## src/rtl/pkt_mem_arbiter.sv

```systemverilog
// pkt_mem_arbiter: round-robin arbiter sharing one packet-memory port among
// NUM_REQ requesters (index 0 = parser). Grants are combinational. The memory
// command and the read-return valid are registered.
// Optional feature macro: ARB_LOCK_EN (bus locking through req_lock_i).
module pkt_mem_arbiter #(
  parameter int unsigned NUM_REQ    = 3,
  parameter int unsigned ADDR_WIDTH = 32,
  parameter int unsigned DATA_WIDTH = 32
) (
  input  logic                             clk,
  input  logic                             rst,
  input  logic [NUM_REQ-1:0]               req_ce_i,
  input  logic [NUM_REQ-1:0]               req_we_i,
  input  logic [NUM_REQ*ADDR_WIDTH-1:0]    req_addr_i,
  input  logic [NUM_REQ*4-1:0]             req_width_i,
  input  logic [NUM_REQ*DATA_WIDTH-1:0]    req_data_i,
`ifdef ARB_LOCK_EN
  input  logic [NUM_REQ-1:0]               req_lock_i,
`endif
  output logic [NUM_REQ-1:0]               gnt_o,
  output logic [NUM_REQ-1:0]               rvalid_o,
  output logic [DATA_WIDTH-1:0]            rdata_o,
  output logic                             mem_ce_o,
  output logic                             mem_we_o,
  output logic [ADDR_WIDTH-1:0]            mem_addr_o,
  output logic [3:0]                       mem_width_o,
  output logic [DATA_WIDTH-1:0]            mem_data_o,
  input  logic [DATA_WIDTH-1:0]            mem_data_i
);

  localparam int unsigned PTR_W = (NUM_REQ > 1) ? $clog2(NUM_REQ) : 1;

  logic [PTR_W-1:0]   r_rr_ptr;
  logic [PTR_W-1:0]   w_winner;
  logic               w_found;
  logic [NUM_REQ-1:0] w_req_eff;
  logic [NUM_REQ-1:0] w_gnt;
  logic [NUM_REQ-1:0] r_rd_tag;

`ifdef ARB_LOCK_EN
  typedef enum logic {
    ARB_IDLE   = 1'b0,
    ARB_LOCKED = 1'b1
  } arb_state_t;

  arb_state_t       r_state;
  arb_state_t       w_state_nxt;
  logic [PTR_W-1:0] r_lock_id;
  logic [PTR_W-1:0] w_lock_id_nxt;
`endif

  // Requests that may compete this cycle (only the lock owner while locked)
  always_comb begin
    w_req_eff = req_ce_i;
`ifdef ARB_LOCK_EN
    if (r_state == ARB_LOCKED) begin
      w_req_eff = req_ce_i & (NUM_REQ'(1) << r_lock_id);
    end
`endif
  end

  // Round-robin scan starting just after the last winner, wrapping to 0
  always_comb begin
    w_found  = 1'b0;
    w_winner = '0;
    for (int unsigned i = 1; i <= NUM_REQ; i++) begin
      if (!w_found && w_req_eff[PTR_W'((32'(r_rr_ptr) + i) % NUM_REQ)]) begin
        w_found  = 1'b1;
        w_winner = PTR_W'((32'(r_rr_ptr) + i) % NUM_REQ);
      end
    end
  end

  // One-hot grant, suppressed during reset
  always_comb begin
    w_gnt = '0;
    if (w_found && !rst) begin
      w_gnt = NUM_REQ'(1) << w_winner;
    end
  end

  assign gnt_o   = w_gnt;
  assign rdata_o = mem_data_i;

  // Issue the winning access to memory and track in-flight read owners
  always_ff @(posedge clk) begin
    if (rst) begin
      r_rr_ptr    <= PTR_W'(NUM_REQ - 1);
      r_rd_tag    <= '0;
      rvalid_o    <= '0;
      mem_ce_o    <= 1'b0;
      mem_we_o    <= 1'b0;
      mem_addr_o  <= '0;
      mem_width_o <= '0;
      mem_data_o  <= '0;
    end else begin
      rvalid_o <= r_rd_tag;
      r_rd_tag <= '0;
      mem_ce_o <= w_found;
      if (w_found) begin
        r_rr_ptr    <= w_winner;
        mem_we_o    <= req_we_i[w_winner];
        mem_addr_o  <= req_addr_i[32'(w_winner)*ADDR_WIDTH +: ADDR_WIDTH];
        mem_width_o <= req_width_i[32'(w_winner)*4 +: 4];
        mem_data_o  <= req_data_i[32'(w_winner)*DATA_WIDTH +: DATA_WIDTH];
        if (!req_we_i[w_winner]) begin
          r_rd_tag <= w_gnt;
        end
      end
    end
  end

`ifdef ARB_LOCK_EN
  // Lock state register
  always_ff @(posedge clk) begin
    if (rst) begin
      r_state   <= ARB_IDLE;
      r_lock_id <= '0;
    end else begin
      r_state   <= w_state_nxt;
      r_lock_id <= w_lock_id_nxt;
    end
  end

  // Lock next-state: a locking grant enters LOCKED, a non-locking grant to the owner leaves it
  always_comb begin
    w_state_nxt   = r_state;
    w_lock_id_nxt = r_lock_id;
    case (r_state)
      ARB_IDLE: begin
        if (w_found && req_lock_i[w_winner]) begin
          w_state_nxt   = ARB_LOCKED;
          w_lock_id_nxt = w_winner;
        end
      end
      ARB_LOCKED: begin
        if (w_found && !req_lock_i[w_winner]) begin
          w_state_nxt = ARB_IDLE;
        end
      end
      default: w_state_nxt = ARB_IDLE;
    endcase
  end
`endif

endmodule

```

## config.mk

```make
export PLATFORM = sky130hd
export DESIGN_NAME = pkt_mem_arbiter
export DESIGN_NICKNAME = d
export VERILOG_FILES = /design/src/rtl/pkt_mem_arbiter.sv
export SDC_FILE = /design/constraint.sdc
export NUM_CORES = 1
export LEC_CHECK = 0
export ABC_AREA = 1
export CORE_AREA = 3 3 137 139
export CTS_BUF_LIST = sky130_fd_sc_hd__clkbuf_8 sky130_fd_sc_hd__clkbuf_16
export DETAILED_ROUTE_END_ITERATION = 8
export DIE_AREA = 0 0 140 142
export GPL_ROUTABILITY_DRIVEN = 1
export PLACE_DENSITY_LB_ADDON = 0.2
export SLEW_MARGIN = 20
export SYNTH_ARGS = -nofsm -noshare
export SYNTH_HDL_FRONTEND = slang
export SYNTH_SLANG_ARGS = --single-unit
```

## constraint.sdc

```tcl
create_clock -name clk -period 3 [get_ports clk]
set_input_delay 0.6 -clock clk [delete_from_list [all_inputs] [get_ports clk]]
set_output_delay 0.6 -clock clk [all_outputs]
set_load 0.005 [all_outputs]
```

==> flow_metrics.env <==
export IMPL_htree_levels=3
export IMPL_fin_nets=1211
export IMPL_drc_errors=0
export IMPL_setup_violations_final=0
export IMPL_mostFrequentLayoutCell="clkdlybuf4s50_1"
export IMPL_reg2reg_depth=15
export IMPL_clk_latency_ns=0.34
export IMPL_intPower_mw=4.95
export IMPL_clock_sinks=78
export IMPL_cap_violations=0
export IMPL_r2r_start="r_rr_ptr[0]$_SDFFE_PP0N_"
export IMPL_start_kind="input pin"
export IMPL_fin_crit_ns=2.86
export IMPL_dr_pass1_iters=4
export IMPL_syn_area_mm2=0.00489
export IMPL_pre_cts_ws_ns=-0.211
export IMPL_seq_power_share_pct=18.5
export IMPL_critPathCaptureType="output pin"
export IMPL_p_comb_share_pct=67.9
export IMPL_die_w_um=140
export IMPL_final_core_util_pct=45.9
export IMPL_synthDistinctLibCells=24
export IMPL_rrSetupSlack_ns=0.47
export IMPL_grt_ovfl_total=0
export IMPL_fin_skew_ns=0.00751
export IMPL_startpoint="req_ce_i[2]"
export IMPL_synth_nets=974
export IMPL_area_growth_pct=66.9
export IMPL_grt_max_degree=71
export IMPL_tightest_slew_ns=0.928
export IMPL_p_switching_mw=4.25
export IMPL_hold_path_class="reg -> reg"
export IMPL_syn_avg_cell_area_um2=6.73
export IMPL_vias=5742
export IMPL_grtUsageTotal_pct=18.7
export IMPL_hold_violations=0
export IMPL_via_per_inst=4.80
export IMPL_cts_made_buffers=9
export IMPL_swShare_pct=46.2
export IMPL_crit_slowest_cell="clkdlybuf4s50_1"
export IMPL_layout_drive_gt1_share_pct=6.83
export IMPL_final_max_slew_viol_count=0
export IMPL_dp_hpwl_um=13100
export IMPL_cts_buffer_depth=2
export IMPL_r2r_end="mem_we_o$_SDFFE_PP0N_"
export IMPL_antenna_found_initial=1
export IMPL_rows=49
export IMPL_cts_tree="done"
export IMPL_wire_per_inst_um=16.4
export IMPL_worstSetupPathType="in -> out"
export IMPL_gp_congestion=0.786
export IMPL_p_leak_nw=3.50
export IMPL_max_freq_mhz=350
export IMPL_ant_nets=0
export IMPL_ioPinCount=352
export IMPL_critPathMaxFanout=4
export IMPL_path_cells="clkdlybuf4s50_1 -> inv_1 -> o21ai_0 -> nand2_1 -> nand2_2 -> inv_2 -> nand3_2 -> nand2_2 -> nor2_4 -> inv_1 -> nor2_1 -> buf_4 -> clkdlybuf4s15_1"
export IMPL_rsz0062_at_grt="true"
export IMPL_p_per_area_mw_per_mm2=1130
export IMPL_setup_ws_ns=0.140
export IMPL_start_util_pct=27.5
export IMPL_crit_arrival_ns=2.26
export IMPL_final_cell_mix="clkdlybuf4s50_1, a21oi_1, inv_1"
export IMPL_fin_setup_tns_ns=0
export IMPL_worst_ep_required_time_ns=2.40
export IMPL_crit_path_max_incr_delay_ns=0.47
export IMPL_hold_start="r_rd_tag[2]$_SDFF_PP0_"
export IMPL_drt_wl_total_um=19600
export IMPL_synth_seq_cells=78
export IMPL_p_clk_share_pct=13.5
export IMPL_ys_seq_area_share_pct=32.0
export IMPL_core_mm2=0.0178
export IMPL_die_area_mm2=0.0199
export IMPL_slew_headroom_pct=38.1
export IMPL_path_clk_slew_ns=0.06
export IMPL_drtIter0Drc=267
export IMPL_grt_first_pass_wirelength_um=29900
export IMPL_status="finished, final reports clean"
export IMPL_syn_inst=726
export IMPL_whs_path_depth=2
export IMPL_whs_endpoint="rvalid_o[2]$_SDFF_PP0_"
export IMPL_fin_crit_sh_pct=95.3
export IMPL_grt_pass1_vias=5427
export IMPL_peakVddDrop_mv=0.939
export IMPL_fill_cells=1863
export IMPL_die_h_um=142
export IMPL_yosys_warnings=0
export IMPL_io_buffers=287
export IMPL_root_buffer="clkbuf_16"
Yosys cell counts (all sizes together):
library cell | number | share of area, %
a21oi | 136 | 14
inv | 91 | 7.0
clkbuf | 27 | 2.1
dfxtp | 78 | 32
o31ai | 1 | 0.15
o21ai | 70 | 7.2
ha | 4 | 1.0
nand2 | 90 | 7.2
buf | 61 | 8.2
nand3b | 69 | 11
a31oi | 2 | 0.26
nand3 | 86 | 9.4
nor2 | 10 | 1.0
and2 | 1 | 0.13
worst max path at each step:
stage               end  depth (start not counted)
6_report       gnt_o[0]                         13
5_1_grt        gnt_o[1]                         15
4_1_cts        gnt_o[0]                         12
3_5_place_dp   gnt_o[0]                         12
3_3_place_gp   gnt_o[0]                         12
2_1_floorplan  gnt_o[0]                         14
logic make-up (layout without fill, tap and decap cells):
group	count (synthesis)	count (layout)	synth area share, %
simple gates	256	256	28.3
compound gates	209	209	21.5
buf+inv	179	419	17.2
flops	78	78	32.0
fa+ha+maj	4	4	1.02
other cells	0	1	0
state kept, by name (all words and copies together) (netlist names):
register,flops
r_rr_ptr,2
mem_addr_o,32
mem_we_o,1
mem_width_o,4
mem_ce_o,1
r_rd_tag,3
rvalid_o,3
mem_data_o,32
cell type report:
type | count | area (um^2) | area share [%]
antenna | 1 | 2.50 | 0.0307
clock buffer | 9 | 225 | 2.76
clock inverter | 5 | 101 | 1.24
inverter | 91 | 342 | 4.19
multi-input combinational | 469 | 2520 | 30.8
sequential | 78 | 1560 | 19.2
tap | 229 | 287 | 3.51
timing repair buffer | 314 | 3120 | 38.3
power by group through the flow:
stage / Clock [mW] / Combinational, mW / Sequential, mW
2_1_floorplan: 0 / 3.72 / 1.74
3_3_place_gp: 0 / 6.25 / 1.71
6_report: 1.25 / 6.25 / 1.70
4_1_cts: 1.28 / 6.28 / 1.70
5_1_grt: 1.31 / 6.98 / 1.76
3_5_place_dp: 0 / 6.25 / 1.71
worst max-delay path, delay by kind of cell:
family | cells | cell delay, ns
buffers and inverters | 6 | 0.95
AND/OR/NAND/NOR | 6 | 0.57
AO/OA/AOI/OAI | 1 | 0.14
routing by layer:
layer | GRT usage [%] | up-vias | wire (um)
met3 | 6.38 | 34 | 1660
met4 | 7.45 | 0 | 548
met5 | 0 | - | 0
met2 | 30.6 | 214 | 9070
met1 | 22.8 | 2637 | 8310
li1 | - | 2857 | -
per-stage QoR:
step / instances / power (mW) / hold slack, ns / cell area (um^2)
2_1_floorplan: 726 / 5.46 / 0.388 / 4890
3_3_place_gp: 1179 / 7.95 / 0.392 / 7780
3_5_place_dp: 1179 / 7.96 / 0.396 / 7780
4_1_cts: 1193 / 9.26 / 0.405 / 8130
5_1_grt: 1195 / 10.1 / 0.424 / 8160
6_report: 1196 / 9.20 / 0.402 / 8160
timing repair:
action                                  in CTS  in global routing
gates resized for setup                      9                  6
endpoints found under the setup margin       3                  2
endpoints found under the hold margin        0                  0
buffers inserted                             0                  2
hold buffers                                 0                  0
pin swaps                                    1                  3
Note: power is estimated with default switching activity, not from simulation.
